File: config.mk
export PLATFORM = sky130hd
export DESIGN_NAME = seq_alu
export DESIGN_NICKNAME = d
export VERILOG_FILES = /design/src/rtl/seq_alu.sv
export SDC_FILE = /design/constraint.sdc
export NUM_CORES = 1
export LEC_CHECK = 0
export BUFFER_PORTS_ARGS = -buffer_cell sky130_fd_sc_hd__buf_2
export CAP_MARGIN = 20
export CORE_MARGIN = 1
export CORE_UTILIZATION = 55
export DETAILED_ROUTE_END_ITERATION = 16
export GPL_TIMING_DRIVEN = 0
export PLACE_DENSITY = 0.76
export SYNTH_ARGS = -nofsm -noshare
export SYNTH_HDL_FRONTEND = slang
export SYNTH_SLANG_ARGS = --single-unit
export TNS_END_PERCENT = 20
File: constraint.sdc
create_clock -name clk -period 4.6 [get_ports clk]
set_clock_uncertainty 0.05 [all_clocks]
set_input_delay 1.15 -clock clk [delete_from_list [all_inputs] [get_ports clk]]
set_output_delay 1.15 -clock clk [all_outputs]
set_load 0.05 [all_outputs]
File: src/rtl/seq_alu.sv
// Registered, handshaked ALU: single-cycle ops plus an iterative shift-add
// multiplier that returns a full 2*WIDTH-bit product.
module seq_alu #(
    parameter int WIDTH = 16,
    parameter int SHW   = $clog2(WIDTH)
) (
    input  logic             clk,
    input  logic             rst,
    input  logic             in_valid,
    output logic             in_ready,
    input  logic [5:0]       opcode,
    input  logic [WIDTH-1:0] operand1,
    input  logic [WIDTH-1:0] operand2,
    output logic             out_valid,
    input  logic             out_ready,
    output logic [WIDTH-1:0] result,
    output logic [WIDTH-1:0] result_hi,
    output logic [4:0]       flags,
    output logic             out_wb,
    output logic             out_illegal
);

    localparam logic [5:0] OP_ADD  = 6'b001001, OP_SUB  = 6'b001010, OP_XOR  = 6'b001011,
                           OP_AND  = 6'b001100, OP_OR   = 6'b001101, OP_CMP  = 6'b001110,
                           OP_MUL  = 6'b001111, OP_ADDI = 6'b010001, OP_SUBI = 6'b010010,
                           OP_XORI = 6'b010011, OP_ANDI = 6'b010100, OP_ORI  = 6'b010101,
                           OP_CMPI = 6'b010110, OP_NEG  = 6'b011000, OP_COM  = 6'b011001,
                           OP_SRL  = 6'b011010, OP_SLL  = 6'b011011, OP_DEC  = 6'b011100,
                           OP_INC  = 6'b011101, OP_ASR  = 6'b011110, OP_CLR  = 6'b011111;

    localparam logic [WIDTH-1:0] ONE     = WIDTH'(1);
    localparam logic [WIDTH-1:0] MIN_NEG = {1'b1, {(WIDTH-1){1'b0}}};
    localparam logic [SHW:0]     LAST    = (SHW+1)'(WIDTH);

    typedef enum logic [1:0] {IDLE, MUL_BUSY, DONE} state_t;

    state_t state, state_nx;

    logic [WIDTH-1:0]   alu_res, addend, subtrahend;
    logic               alu_c, alu_v, alu_wb, alu_ill;
    logic [WIDTH:0]     add_ext, sub_ext, shr_ext, shl_ext;
    logic [SHW-1:0]     sh;

    logic [2*WIDTH-1:0] acc, mcand;
    logic [WIDTH-1:0]   mplier;
    logic [SHW:0]       count;

    logic accept, mul_last;

    function automatic logic [4:0] mk_flags(input logic [WIDTH-1:0] r, input logic c, input logic v);
        return {c, (r == '0), r[WIDTH-1], v, ^r};
    endfunction

    assign accept   = (state == IDLE) && in_valid;
    assign mul_last = (state == MUL_BUSY) && (count == LAST);

    // Single-cycle datapath; C is recovered from one extra bit on each shifter.
    always_comb begin
        // NOTE: every output gets a default first so no path can infer a latch.
        alu_res    = '0;
        alu_c      = 1'b0;
        alu_v      = 1'b0;
        alu_wb     = 1'b1;
        alu_ill    = 1'b0;
        sh         = operand2[SHW-1:0];
        addend     = (opcode == OP_INC) ? ONE : operand2;
        subtrahend = (opcode == OP_DEC) ? ONE : operand2;
        add_ext    = {1'b0, operand1} + {1'b0, addend};
        sub_ext    = {1'b0, operand1} - {1'b0, subtrahend};
        shr_ext    = {operand1, 1'b0} >> sh;
        shl_ext    = {1'b0, operand1} << sh;
        case (opcode)
            OP_ADD, OP_ADDI, OP_INC: begin
                alu_res = add_ext[WIDTH-1:0];
                alu_c   = add_ext[WIDTH];
                alu_v   = (operand1[WIDTH-1] == addend[WIDTH-1]) &&
                          (add_ext[WIDTH-1] != operand1[WIDTH-1]);
            end
            OP_SUB, OP_SUBI, OP_DEC, OP_CMP, OP_CMPI: begin
                alu_res = sub_ext[WIDTH-1:0];
                alu_c   = sub_ext[WIDTH];
                alu_v   = (operand1[WIDTH-1] != subtrahend[WIDTH-1]) &&
                          (sub_ext[WIDTH-1] != operand1[WIDTH-1]);
                alu_wb  = (opcode != OP_CMP) && (opcode != OP_CMPI);
            end
            OP_XOR, OP_XORI: alu_res = operand1 ^ operand2;
            OP_AND, OP_ANDI: alu_res = operand1 & operand2;
            OP_OR,  OP_ORI:  alu_res = operand1 | operand2;
            OP_COM:          alu_res = ~operand1;
            OP_CLR:          alu_res = '0;
            OP_NEG: begin
                alu_res = '0 - operand1;
                alu_c   = (operand1 != '0);
                alu_v   = (operand1 == MIN_NEG);
            end
            OP_SRL: begin
                alu_res = shr_ext[WIDTH:1];
                alu_c   = shr_ext[0];
            end
            OP_ASR: begin
                alu_res = $signed(operand1) >>> sh;
                alu_c   = shr_ext[0];
            end
            OP_SLL: begin
                alu_res = shl_ext[WIDTH-1:0];
                alu_c   = shl_ext[WIDTH];
            end
            OP_MUL: ;
            default: begin
                alu_wb  = 1'b0;
                alu_ill = 1'b1;
            end
        endcase
    end

    always_ff @(posedge clk or posedge rst) begin
        if (rst) state <= IDLE;
        else     state <= state_nx;
    end

    always_comb begin
        state_nx = state;
        case (state)
            IDLE:     if (in_valid) state_nx = (opcode == OP_MUL) ? MUL_BUSY : DONE;
            MUL_BUSY: if (count == LAST) state_nx = DONE;
            DONE:     if (out_ready) state_nx = IDLE;
            default:  state_nx = IDLE;
        endcase
    end

    always_comb begin
        in_ready  = (state == IDLE);
        out_valid = (state == DONE);
    end

    // One partial product per cycle: bit[count] of the multiplier gates the
    // multiplicand, which is pre-shifted one place each step.
    always_ff @(posedge clk or posedge rst) begin
        if (rst) begin
            // NOTE: sequential state uses non-blocking assignments only.
            acc    <= '0;
            mcand  <= '0;
            mplier <= '0;
            count  <= '0;
        end else if (accept && opcode == OP_MUL) begin
            acc    <= '0;
            mcand  <= {{WIDTH{1'b0}}, operand1};
            mplier <= operand2;
            count  <= '0;
        end else if (state == MUL_BUSY && count != LAST) begin
            if (mplier[count[SHW-1:0]]) acc <= acc + mcand;
            mcand <= mcand << 1;
            count <= count + 1'b1;
        end
    end

    always_ff @(posedge clk or posedge rst) begin
        if (rst) begin
            result      <= '0;
            result_hi   <= '0;
            flags       <= '0;
            out_wb      <= 1'b0;
            out_illegal <= 1'b0;
        end else if (accept && opcode != OP_MUL) begin
            result      <= alu_res;
            result_hi   <= '0;
            flags       <= alu_ill ? 5'b0 : mk_flags(alu_res, alu_c, alu_v);
            out_wb      <= alu_wb;
            out_illegal <= alu_ill;
        end else if (mul_last) begin
            result      <= acc[WIDTH-1:0];
            result_hi   <= acc[2*WIDTH-1:WIDTH];
            flags       <= mk_flags(acc[WIDTH-1:0], |acc[2*WIDTH-1:WIDTH], |acc[2*WIDTH-1:WIDTH]);
            out_wb      <= 1'b1;
            out_illegal <= 1'b0;
        end
    end

endmodule

==> flow_metrics.env <==
export IMPL_start_util_pct=56.7
export IMPL_ctsLongestPathBuffers=2
export IMPL_area_delta_synth_final_pct=16.9
export IMPL_synth_cells=1547
export IMPL_cp_num_cells=20
export IMPL_worstPathRequired_ns=4.83
export IMPL_whs_ns=0.426
export IMPL_grt_start_max_net_pins=103
export IMPL_drc=0
export IMPL_rows=53
export IMPL_status="finished with violations"
export IMPL_path_clk_slew_ns=0.07
export IMPL_fin_tns_setup_ns=-0.301
export IMPL_crit_arrival_ns=5.13
export IMPL_cts_num_sinks=126
export IMPL_drv_slew=0
export IMPL_first_iter_violations=1798
export IMPL_dp_hpwl_um=36500
export IMPL_root_buffer="clkbuf_16"
export IMPL_setup_viol=1
export IMPL_wl_per_cell_um=24.3
export IMPL_path_class="in2reg"
export IMPL_fillers=1795
export IMPL_tightest_slew_ns=1.04
export IMPL_drive_gt1_share_pct=14.1
export IMPL_synth_seq_area_share_pct=26.2
export IMPL_irDropWorstVdd_mv=0.202
export IMPL_critPathTopFamily="compound AO/OA/AOI/OAI gates"
export IMPL_htreeDepth=4
export IMPL_synth_avg_cell_area_um2=7.78
export IMPL_core_um2=21200
export IMPL_crit_path_max_fanout=2
export IMPL_path_buf_inv=2
export IMPL_clock_latency_ns=0.43
export IMPL_grt_util_all_layers_pct=42.6
export IMPL_rsz0062_at_grt="true"
export IMPL_finalInstanceArea_um2=14100
export IMPL_ant_nets=0
export IMPL_vias_per_cell=6.77
export IMPL_clock_fmax_ghz=0.204
export IMPL_relSlewSlack_pct=30.3
export IMPL_place_congestion=1.04
export IMPL_synth_edff_count=0
export IMPL_die_width_um=150
export IMPL_synth_top_area_share_pct=26.2
export IMPL_regArea_um2=3150
export IMPL_numCtsBuffers=17
export IMPL_antenna_found_initial=0
export IMPL_period_share_pct=107
export IMPL_cp_cell_sequence="buf_8 -> and4b_2 -> nand2_4 -> nand2_4 -> ha_4 -> inv_2 -> fa_2 -> a211o_1 -> a211o_1 -> a2111oi_4 -> nor3_2 -> a221o_1 -> xnor2_1 -> o22ai_1 -> nor2_2 -> ha_4 -> xnor2_4 -> xnor2_2 -> xnor2_1 -> o22ai_1"
export IMPL_cp_end_kind="register"
export IMPL_p_leak_nw=6.31
export IMPL_hold_class="reg2reg"
export IMPL_gr_total_overflow=0
export IMPL_p_per_area_nw_per_um2=338
export IMPL_die_h_um=150
export IMPL_fin_ws_ns=-0.301
export IMPL_dieArea_um2=22500
export IMPL_yosys_warnings=0
export IMPL_place_ws_ns=-1.73
export IMPL_finalCriticalPeriod_ns=4.90
export IMPL_cap_violations=0
export IMPL_grt_pass1_wl_um=71200
export IMPL_yosys_most_used_dff="dfrtp_1"
export IMPL_synth_distinct_cells=81
export IMPL_ff2ff_path_depth=12
export IMPL_multiInputGateArea_um2=8600
export IMPL_nNetsFinal=1829
export IMPL_async_reset_ff_share_pct=100
export IMPL_vias=13237
export IMPL_pin_count=83
export IMPL_placed_cell_area_um2=12900
export IMPL_grt_pass1_vias=12082
export IMPL_syn_area_um2=12000
export IMPL_finalPower_w=0.00475
export IMPL_diodes=0
export IMPL_max_stage_delay_ns=0.39
export IMPL_ys_top_cells_by_area="dfrtp_1 26%, ha_1 12%, nand2_1 7.0%, a21oi_1 6.3%, nor2_1 5.2%"
export IMPL_cts_tree="built"
export IMPL_portBuffers=77
export IMPL_dr_pass1_iters=6
export IMPL_failed_checks="setup timing"
export IMPL_synth_seq_cells=126
export IMPL_holdPathStages=2
export IMPL_critPathSlowestCell="a221o_1"
export IMPL_hold_violations=0
export IMPL_cp_start_kind="primary input"
export IMPL_synth_largest_area_cell="dfrtp_1"
export IMPL_synth_nets=1710
export IMPL_drt_wl_total_um=47400
## logic make-up (layout without fill, tap and decap cells)
group / after synthesis / in the layout / synth area share [%]
AO/OA/AOI/OAI: 458 / 458 / 24.4
XOR/XNOR: 84 / 84 / 6.11
adder cells (fa/ha/maj): 121 / 121 / 12.8
buffers and inverters: 159 / 291 / 5.07
flip-flops: 126 / 126 / 26.2
multiplexers: 40 / 40 / 4.91
AND/OR/NAND/NOR: 559 / 559 / 20.6
## area by class of cell
type                    instances  area share [%]
well taps                     275            2.45
inverters                      64            1.74
plain buffers                  90            3.42
clock inverters                13            1.16
repair buffers                105            4.53
multi-input cells            1262            61.1
clock buffers                  19            3.15
flip-flops and latches        126            22.4
## power by group
| group | internal, W | switching [W] |
|---|---|---|
| clock | 0.000869 | 0.000578 |
| sequential | 0.00123 | 0.000134 |
| combinational | 0.000732 | 0.00121 |
| total | 0.00283 | 0.00192 |
## worst paths after layout
path | start | end | slack, ns
worst max-delay path | opcode[5] | flags[0] | -0.30
worst min-delay path | mplier[7] | mplier[7] | 0.43
worst max register to register | acc[0] | acc[30] | 0.96
worst min register to register | mplier[7] | mplier[7] | 0.43
max in group asynchronous | rst | mcand[22] | 3.07
min in group asynchronous | rst | result[15] | 0.61
## worst min-delay path, stage by stage (launching register included)
cell	delay [ns]
dfrtp_1	0.33
nand2_1	0.04
o21ai_0	0.06
## through the flow
step / std cells / util, %
after CTS: 1942 / 65.0
after floorplan: 1547 / -
final: 1954 / 66.3
after detailed placement: 1904 / 60.8
after global placement: 1899 / 60.4
after global routing: 1954 / 66.3
## routing by layer
| layer | global-route usage [%] | share of wire [%] | vias to the layer above |
|---|---|---|---|
| met3 | 13.7 | 13 | 162 |
| met1 | 60.0 | 42 | 6345 |
| met5 | 0 | 0 | - |
| met4 | 16.4 | 3.9 | 0 |
| li1 | - | - | 5816 |
| met2 | 59.7 | 41 | 914 |
## cell usage in the layout, fill, tap and decap left out, types with 5 or more instances in the layout
master / count
nor2_1: 165
ha_1: 112
buf_4: 25
xor2_1: 31
a31oi_1: 23
nor3_1: 26
xnor2_1: 51
a21oi_1: 148
o21a_1: 10
mux4_2: 15
and3_1: 15
o211ai_1: 22
buf_1: 7
o32ai_1: 5
o21ai_0: 89
mux2i_1: 23
a211oi_1: 15
nand3_1: 35
clkbuf_4: 5
nor4_1: 14
inv_1: 61
nand2b_1: 16
nor2b_1: 12
dfrtp_1: 126
o221ai_1: 5
nand4_1: 15
clkbuf_16: 18
o22ai_1: 7
clkbuf_1: 58
a221oi_1: 5
nand2_1: 220
a21o_1: 27
a22oi_1: 15
a211o_1: 11
a2111oi_0: 6
buf_2: 84
## state kept, by name, summed over array words and instances, names as in the netlist
| register | flops |
|---|---|
| result | 16 |
| acc | 32 |
| state | 2 |
| out_illegal | 1 |
| out_wb | 1 |
| flags | 5 |
| mcand | 32 |
| count | 5 |
| mplier | 16 |
| result_hi | 16 |
## Yosys cell counts (3+ instances only)
cell type	number
a22oi_1	15
nor3_1	30
or3_1	3
dfrtp_1	126
a31oi_1	23
o21ai_0	95
inv_1	63
o211ai_1	22
xnor2_1	53
a2111oi_0	8
o22ai_1	7
ha_1	118
nand3_1	35
o32ai_1	5
a211oi_1	19
nor2b_1	13
a221oi_1	7
o311ai_0	4
buf_1	9
fa_1	3
o2111ai_1	4
mux4_2	15
a21o_1	27
mux2i_1	23
o31a_1	4
buf_2	11
xor2_1	31
clkbuf_1	75
a32oi_1	4
nand2_1	226
o221ai_1	5
nand3b_1	3
a211o_1	11
nand2b_1	16
a21oi_1	152
nor2_1	168
and3_1	15
nand4_1	15
nor4_1	16
or2_2	3
o21a_1	10
o31ai_1	3
## timing repair
item	CTS	global route
pin swaps	18	22
gates resized for setup	54	57
buffers inserted	11	10
hold buffers	0	0
endpoints found under the setup margin	11	5
Note: power is estimated with default switching activity, not from simulation.
